==> src/rtl/conv33_pkg.sv <==
// Shared types and helpers for the conv33 output stage.
package conv33_pkg;

  localparam int PIX_W = 16;

  typedef logic [PIX_W-1:0] pix_t;

  // One FIFO entry: the scaled window result plus its end-of-frame marker.
  typedef struct packed {
    logic last;
    pix_t data;
  } out_entry_t;

  // Bits needed to hold a raster coordinate in the range 0..n-1.
  function automatic int coord_w(input int n);
    if (n <= 2) return 1;
    return $clog2(n);
  endfunction

endpackage

==> src/rtl/conv33_out_fifo.sv <==
// Small synchronous FIFO of out_entry_t.
// The head is read straight from storage, so an entry pushed in one cycle
// is visible on head in the next cycle.
// Pushing into a full FIFO is accepted only when a pop happens in the same
// cycle. The new entry then lands in the slot being vacated, which is the
// logical tail.
module conv33_out_fifo
  import conv33_pkg::*;
#(
  parameter int DEPTH = 4
) (
  input  logic       clk,
  input  logic       reset,
  input  logic       push,
  input  out_entry_t entry,
  output logic       full,
  input  logic       pop,
  output out_entry_t head,
  output logic       empty
);

  localparam int AW   = $clog2(DEPTH);
  localparam int CNTW = AW + 1;

  out_entry_t      mem_q [DEPTH];
  out_entry_t      mem_d [DEPTH];
  logic [AW-1:0]   wr_ptr_q, wr_ptr_d;
  logic [AW-1:0]   rd_ptr_q, rd_ptr_d;
  logic [CNTW-1:0] count_q, count_d;
  logic            do_push, do_pop;

  assign empty = (count_q == '0);
  assign full  = (count_q == CNTW'(DEPTH));
  // Report zeros when empty so that nothing stale shows on the outputs.
  assign head  = empty ? '0 : mem_q[rd_ptr_q];

  assign do_pop  = pop & ~empty;
  assign do_push = push & (~full | do_pop);

  // Next-state logic: write the tail and advance the pointers and occupancy.
  always_comb begin
    for (int i = 0; i < DEPTH; i++) mem_d[i] = mem_q[i];
    wr_ptr_d = wr_ptr_q;
    rd_ptr_d = rd_ptr_q;
    count_d  = count_q + CNTW'(do_push) - CNTW'(do_pop);
    if (do_push) begin
      mem_d[wr_ptr_q] = entry;
      wr_ptr_d        = wr_ptr_q + 1'b1;
    end
    if (do_pop) begin
      rd_ptr_d = rd_ptr_q + 1'b1;
    end
  end

  // Pointer and occupancy registers.
  always_ff @(posedge clk or negedge reset) begin
    if (!reset) begin
      wr_ptr_q <= '0;
      rd_ptr_q <= '0;
      count_q  <= '0;
    end else begin
      wr_ptr_q <= wr_ptr_d;
      rd_ptr_q <= rd_ptr_d;
      count_q  <= count_d;
    end
  end

  genvar gi;
  generate
    for (gi = 0; gi < DEPTH; gi++) begin : g_mem
      // Storage slot gi.
      always_ff @(posedge clk or negedge reset) begin
        if (!reset) mem_q[gi] <= '0;
        else        mem_q[gi] <= mem_d[gi];
      end
    end
  endgenerate

endmodule

==> src/rtl/conv33_output_stage.sv <==
// conv33 output stage.
// Tracks the raster position of each accepted pixel and drops windows on the
// first two rows and columns. Valid windows are scaled and queued to a
// ready/valid stream. Overflow is recorded as a sticky flag.
module conv33_output_stage
  import conv33_pkg::*;
#(
  parameter int IMG_W      = 64,
  parameter int IMG_H      = 64,
  parameter int SHIFT      = 0,
  parameter int FIFO_DEPTH = 4
) (
  input  logic             clk,
  input  logic             reset,
  input  logic             in_valid,
  input  logic [PIX_W-1:0] sum_in,
  output logic             out_valid,
  input  logic             out_ready,
  output logic [PIX_W-1:0] out_data,
  output logic             out_last,
  output logic             frame_done,
  output logic             overflow
);

  localparam int CW = coord_w(IMG_W);
  localparam int RW = coord_w(IMG_H);

  logic [CW-1:0] col_q, col_d;
  logic [RW-1:0] row_q, row_d;
  logic          frame_done_q, frame_done_d;
  logic          overflow_q, overflow_d;

  logic          at_last_col, at_last_row, at_last;
  logic          win_valid, fifo_full, fifo_empty, pop;
  out_entry_t    push_entry, head_entry;

  assign at_last_col = (col_q == CW'(IMG_W - 1));
  assign at_last_row = (row_q == RW'(IMG_H - 1));
  assign at_last     = at_last_col & at_last_row;

  // A window is complete once at least two earlier rows and columns exist.
  assign win_valid  = in_valid & (col_q >= CW'(2)) & (row_q >= RW'(2));
  assign push_entry = '{last: at_last, data: pix_t'(sum_in >> SHIFT)};

  assign out_valid  = ~fifo_empty;
  assign out_data   = head_entry.data;
  assign out_last   = head_entry.last;
  assign pop        = out_valid & out_ready;
  assign frame_done = frame_done_q;
  assign overflow   = overflow_q;

  // Raster counters, end-of-frame pulse, and the sticky overflow decision.
  always_comb begin
    col_d        = col_q;
    row_d        = row_q;
    frame_done_d = in_valid & at_last;
    // A full FIFO still accepts the push if the head leaves in the same cycle.
    overflow_d   = overflow_q | (win_valid & fifo_full & ~pop);
    if (in_valid) begin
      if (at_last_col) begin
        col_d = '0;
        row_d = at_last_row ? '0 : row_q + 1'b1;
      end else begin
        col_d = col_q + 1'b1;
      end
    end
  end

  // State registers.
  always_ff @(posedge clk or negedge reset) begin
    if (!reset) begin
      col_q        <= '0;
      row_q        <= '0;
      frame_done_q <= 1'b0;
      overflow_q   <= 1'b0;
    end else begin
      col_q        <= col_d;
      row_q        <= row_d;
      frame_done_q <= frame_done_d;
      overflow_q   <= overflow_d;
    end
  end

  conv33_out_fifo #(
    .DEPTH (FIFO_DEPTH)
  ) u_fifo (
    .clk   (clk),
    .reset (reset),
    .push  (win_valid),
    .entry (push_entry),
    .full  (fifo_full),
    .pop   (pop),
    .head  (head_entry),
    .empty (fifo_empty)
  );

endmodule

==> config.mk <==
export PLATFORM = sky130hd
export DESIGN_NAME = conv33_output_stage
export DESIGN_NICKNAME = d
export VERILOG_FILES = /design/src/rtl/conv33_pkg.sv /design/src/rtl/conv33_out_fifo.sv /design/src/rtl/conv33_output_stage.sv
export SDC_FILE = /design/constraint.sdc
export NUM_CORES = 1
export LEC_CHECK = 0
export CAP_MARGIN = 10
export CORE_MARGIN = 1.5
export CORE_UTILIZATION = 55
export DETAILED_ROUTE_END_ITERATION = 10
export PLACE_DENSITY_LB_ADDON = 0.15
export SYNTH_ARGS = -nofsm -noshare
export SYNTH_HDL_FRONTEND = slang
export SYNTH_HIERARCHICAL = 1
export SYNTH_SLANG_ARGS = --single-unit
==> constraint.sdc <==
create_clock -name clk -period 3.8 [get_ports clk]
set_clock_uncertainty 0.1 [all_clocks]
set_input_delay 0.38 -clock clk [delete_from_list [all_inputs] [get_ports clk]]
set_output_delay 0.38 -clock clk [all_outputs]
set_load 0.02 [all_outputs]
==> reports/metrics.cfg <==
[outcome]
status = finished clean

[drt]
routed_via_density = 5.474
dr.first_iter.drc_count = 84
wire_per_inst_um = 16.39
drt-pass1-iter-count = 4
vias = 2425
drtAntennaViolNets = 0
route.detailed.drc = 0
routed_wl_um = 7261

[placement]
routabilityCongestion = 0.8088
dpl.hpwl_um = 4835
placed_area_mm2 = 0.004688
numPortBuffers = 39
placed_cells = 427

[layout]
n_antenna_cell = 0
drive_gt1_share_pct = 35.76
nets = 369
stdcell_count = 443
syn_to_final_growth_pct = 16.04
final_area_mm2 = 0.004871

[worst_setup_path]
reg2reg_from = col_q[2]
worst-path-stages = 4
cp.required_ns = 3.32
path_cells = buf_4 > mux4_2 > nor2b_1 > clkdlybuf4s50_1
cp_slowest_cell = clkdlybuf4s50_1
reg2reg_depth = 10
critPathMaxFanout = 14
critPathLaunchType = flop
cp_num_buf_inv = 2
cp.arrival_ns = 2.48
endpoint = out_data[3]
criticalPathCategory = flop to output pin
end_kind = output pin
critPathLaunch = u_fifo/rd_ptr_q[0]
crit_family = buffers and inverters
slowest_delay_ns = 0.55
regToRegEndpoint = u_fifo/count_q[2]
regToRegSetupSlack_ns = 0.99

[global_routing]
grt_max_degree = 68
grt_pass1_vias = 2561
grt_pass1_wl_um = 12310
track_usage_pct = 19.28
overflow = 0
antenna_found_initial = 0

[clock_tree]
cts_setup_buffers = 0
cts_buffer_depth = 2
cts_htree_levels = 3
insertion_delay_ns = 0.33
cts_hold_buf = 0
cts_inserted_buffers = 9
cts.repair.resized = 0
root_buffer = clkbuf_8
cts_tree = built
cts.clk_slew.worst_paths_ns = 0.09
cts_sinks = 89

[sta]
fmax_ghz = 0.3383
slew_viol_final = 0
fin_crit_ns = 2.956
finalSetupViolCount = 0
slew_headroom_pct = 36.11
hold_violations = 0
setup_tns_ns = 0
worstMarginPinSlew_ns = 0.9583
finalCritPeriodShare_pct = 77.79
hold_slack_ns = 0.02654
rsz0062_at_grt = no

[synth]
synth_flop_cell = dfrtp_1
seq_area_frac_synth_pct = 53.06
ys_types = 35
yosys.area.top_type = dfrtp_1
ys_warn_count = 6
synthesis.area_mm2 = 0.004198
async_flop_share_pct = 100.0
synth_edf_count = 0
syn_nets = 323
ys_seq_elements = 89
syn_avg_cell_area_um2 = 14.33
synthCells = 293
synthTopCellsByArea = dfrtp_1, mux2_2, mux4_2
synth_top_area_share_pct = 53.06

[die]
dieWidth_um = 90.37
io_pins = 40
rows = 31
die_h_um = 90.37
dieArea_mm2 = 0.008166
initial_core_util_pct = 57.26
core_mm2 = 0.007331

[power_and_ir_drop]
total_leakage_power_nw = 2.050
ir_drop_v = 0.0005192
p_per_area_mw_per_mm2 = 838.8

[hold_path]
worstHoldPathType = input pin to async pin

[job]
drv_cap = 0

==> placed cells by master, fill, tap and decap left out, types with 3 or more instances in the layout <==
master | synthesis | routed
or2_2 | 3 | 3
mux2_2 | 69 | 69
ha_1 | 9 | 9
o21ai_0 | 4 | 4
nand2_1 | 14 | 14
xor2_1 | 3 | 3
clkinv_4 | 0 | 3
clkdlybuf4s50_1 | 0 | 38
nor2_2 | 5 | 5
inv_1 | 7 | 7
nand3_1 | 4 | 4
nand4_1 | 3 | 3
mux4_2 | 17 | 17
clkbuf_8 | 0 | 10
buf_4 | 1 | 8
nor2_1 | 7 | 7
dfrtp_1 | 89 | 89
nor3_2 | 2 | 3
xnor2_1 | 9 | 9
nor2b_1 | 18 | 18
==> worst min path at each step <==
stage | from | to | slack, ns | depth (start not counted)
final | reset | col_q[3] | 0.03 | 1
after global routing | reset | col_q[3] | 0.1 | 1
after CTS | reset | col_q[3] | 0.06 | 1
after detailed placement | overflow | overflow | 0.35 | 1
after global placement | overflow | overflow | 0.36 | 1
after floorplan | reset | col_q[0] | -0.02 | 0
==> state kept, by name (all words and copies together), names as in the netlist <==
register / count
col_q: 6
frame_done: 1
overflow: 1
row_q: 6
u_fifo/count_q: 3
u_fifo/mem_q: 68
u_fifo/rd_ptr_q: 2
u_fifo/wr_ptr_q: 2
==> power by group <==
part           switching, mW  leakage, nW  internal (mW)
logic                  0.732        0.880           1.10
clock network          0.323       0.0857          0.259
registers              0.309         1.08           1.36
total                   1.36         2.05           2.72
==> Yosys cell counts, drive strengths merged, types with 2 or more instances <==
master / instances
nor3: 4
nand2b: 2
inv: 7
nand2: 14
buf: 8
nand4: 3
o21ai: 4
xnor2: 9
mux2: 69
ha: 9
nor2b: 18
mux4: 17
nand3: 5
dfrtp: 89
nor4: 2
xor2: 3
mux2i: 2
nor2: 12
or2: 3
a21oi: 2
clkbuf: 3
==> routing by layer <==
layer / global-route usage (%) / vias up / part of all wire, %
li1: - / 1133 / -
met4: 6.349 / 0 / 0.72
met2: 30.49 / 36 / 48
met3: 2.862 / 4 / 2.5
met5: 0 / - / 0
met1: 27.63 / 1252 / 49
==> worst reg2reg max path, cell delays in order, from the launching register on <==
cell      delay (ns)
dfrtp_1         0.45
or4_1           0.53
nor3_2          0.15
a21oi_1         0.09
and2_1          0.25
nand2b_1        0.17
mux2i_1         0.10
ha_1            0.20
fa_1            0.38
xor2_1          0.16
xnor2_1         0.13
==> per-stage QoR <==
stage,power (mW),setup slack (ns),util [%]
after CTS,4.141,0.7884,66.44
after detailed placement,3.550,0.9185,63.95
after global routing,4.350,0.7129,66.44
after global placement,3.494,0.9671,63.95
after floorplan,2.909,0.9151,-
final,4.086,0.8441,66.44
==> kinds of logic (layout without fill, tap and decap cells) <==
| logic type | after synthesis | count (layout) | share of synthesized area [%] |
|---|---|---|---|
| adders and majority gates | 10 | 10 | 3.160 |
| xor gates and xnor gates | 12 | 12 | 2.504 |
| DFF | 89 | 89 | 53.06 |
| buffers and inverters | 18 | 69 | 2.504 |
| muxes | 88 | 88 | 28.11 |
| and+or+nand+nor | 68 | 68 | 9.598 |
| AOI/OAI and AO/OA | 8 | 8 | 1.073 |
==> area by class of cell <==
class | instances | area (um^2)
clock buffers | 11 | 141.4
clock inverters | 5 | 41.29
fillers | 536 | 2460
inverters | 7 | 26.28
multi-input cells | 186 | 1871
flip-flops and latches | 89 | 2227
well taps | 99 | 123.9
repair buffers | 46 | 440.4
Note: power is estimated with default switching activity, not from simulation.
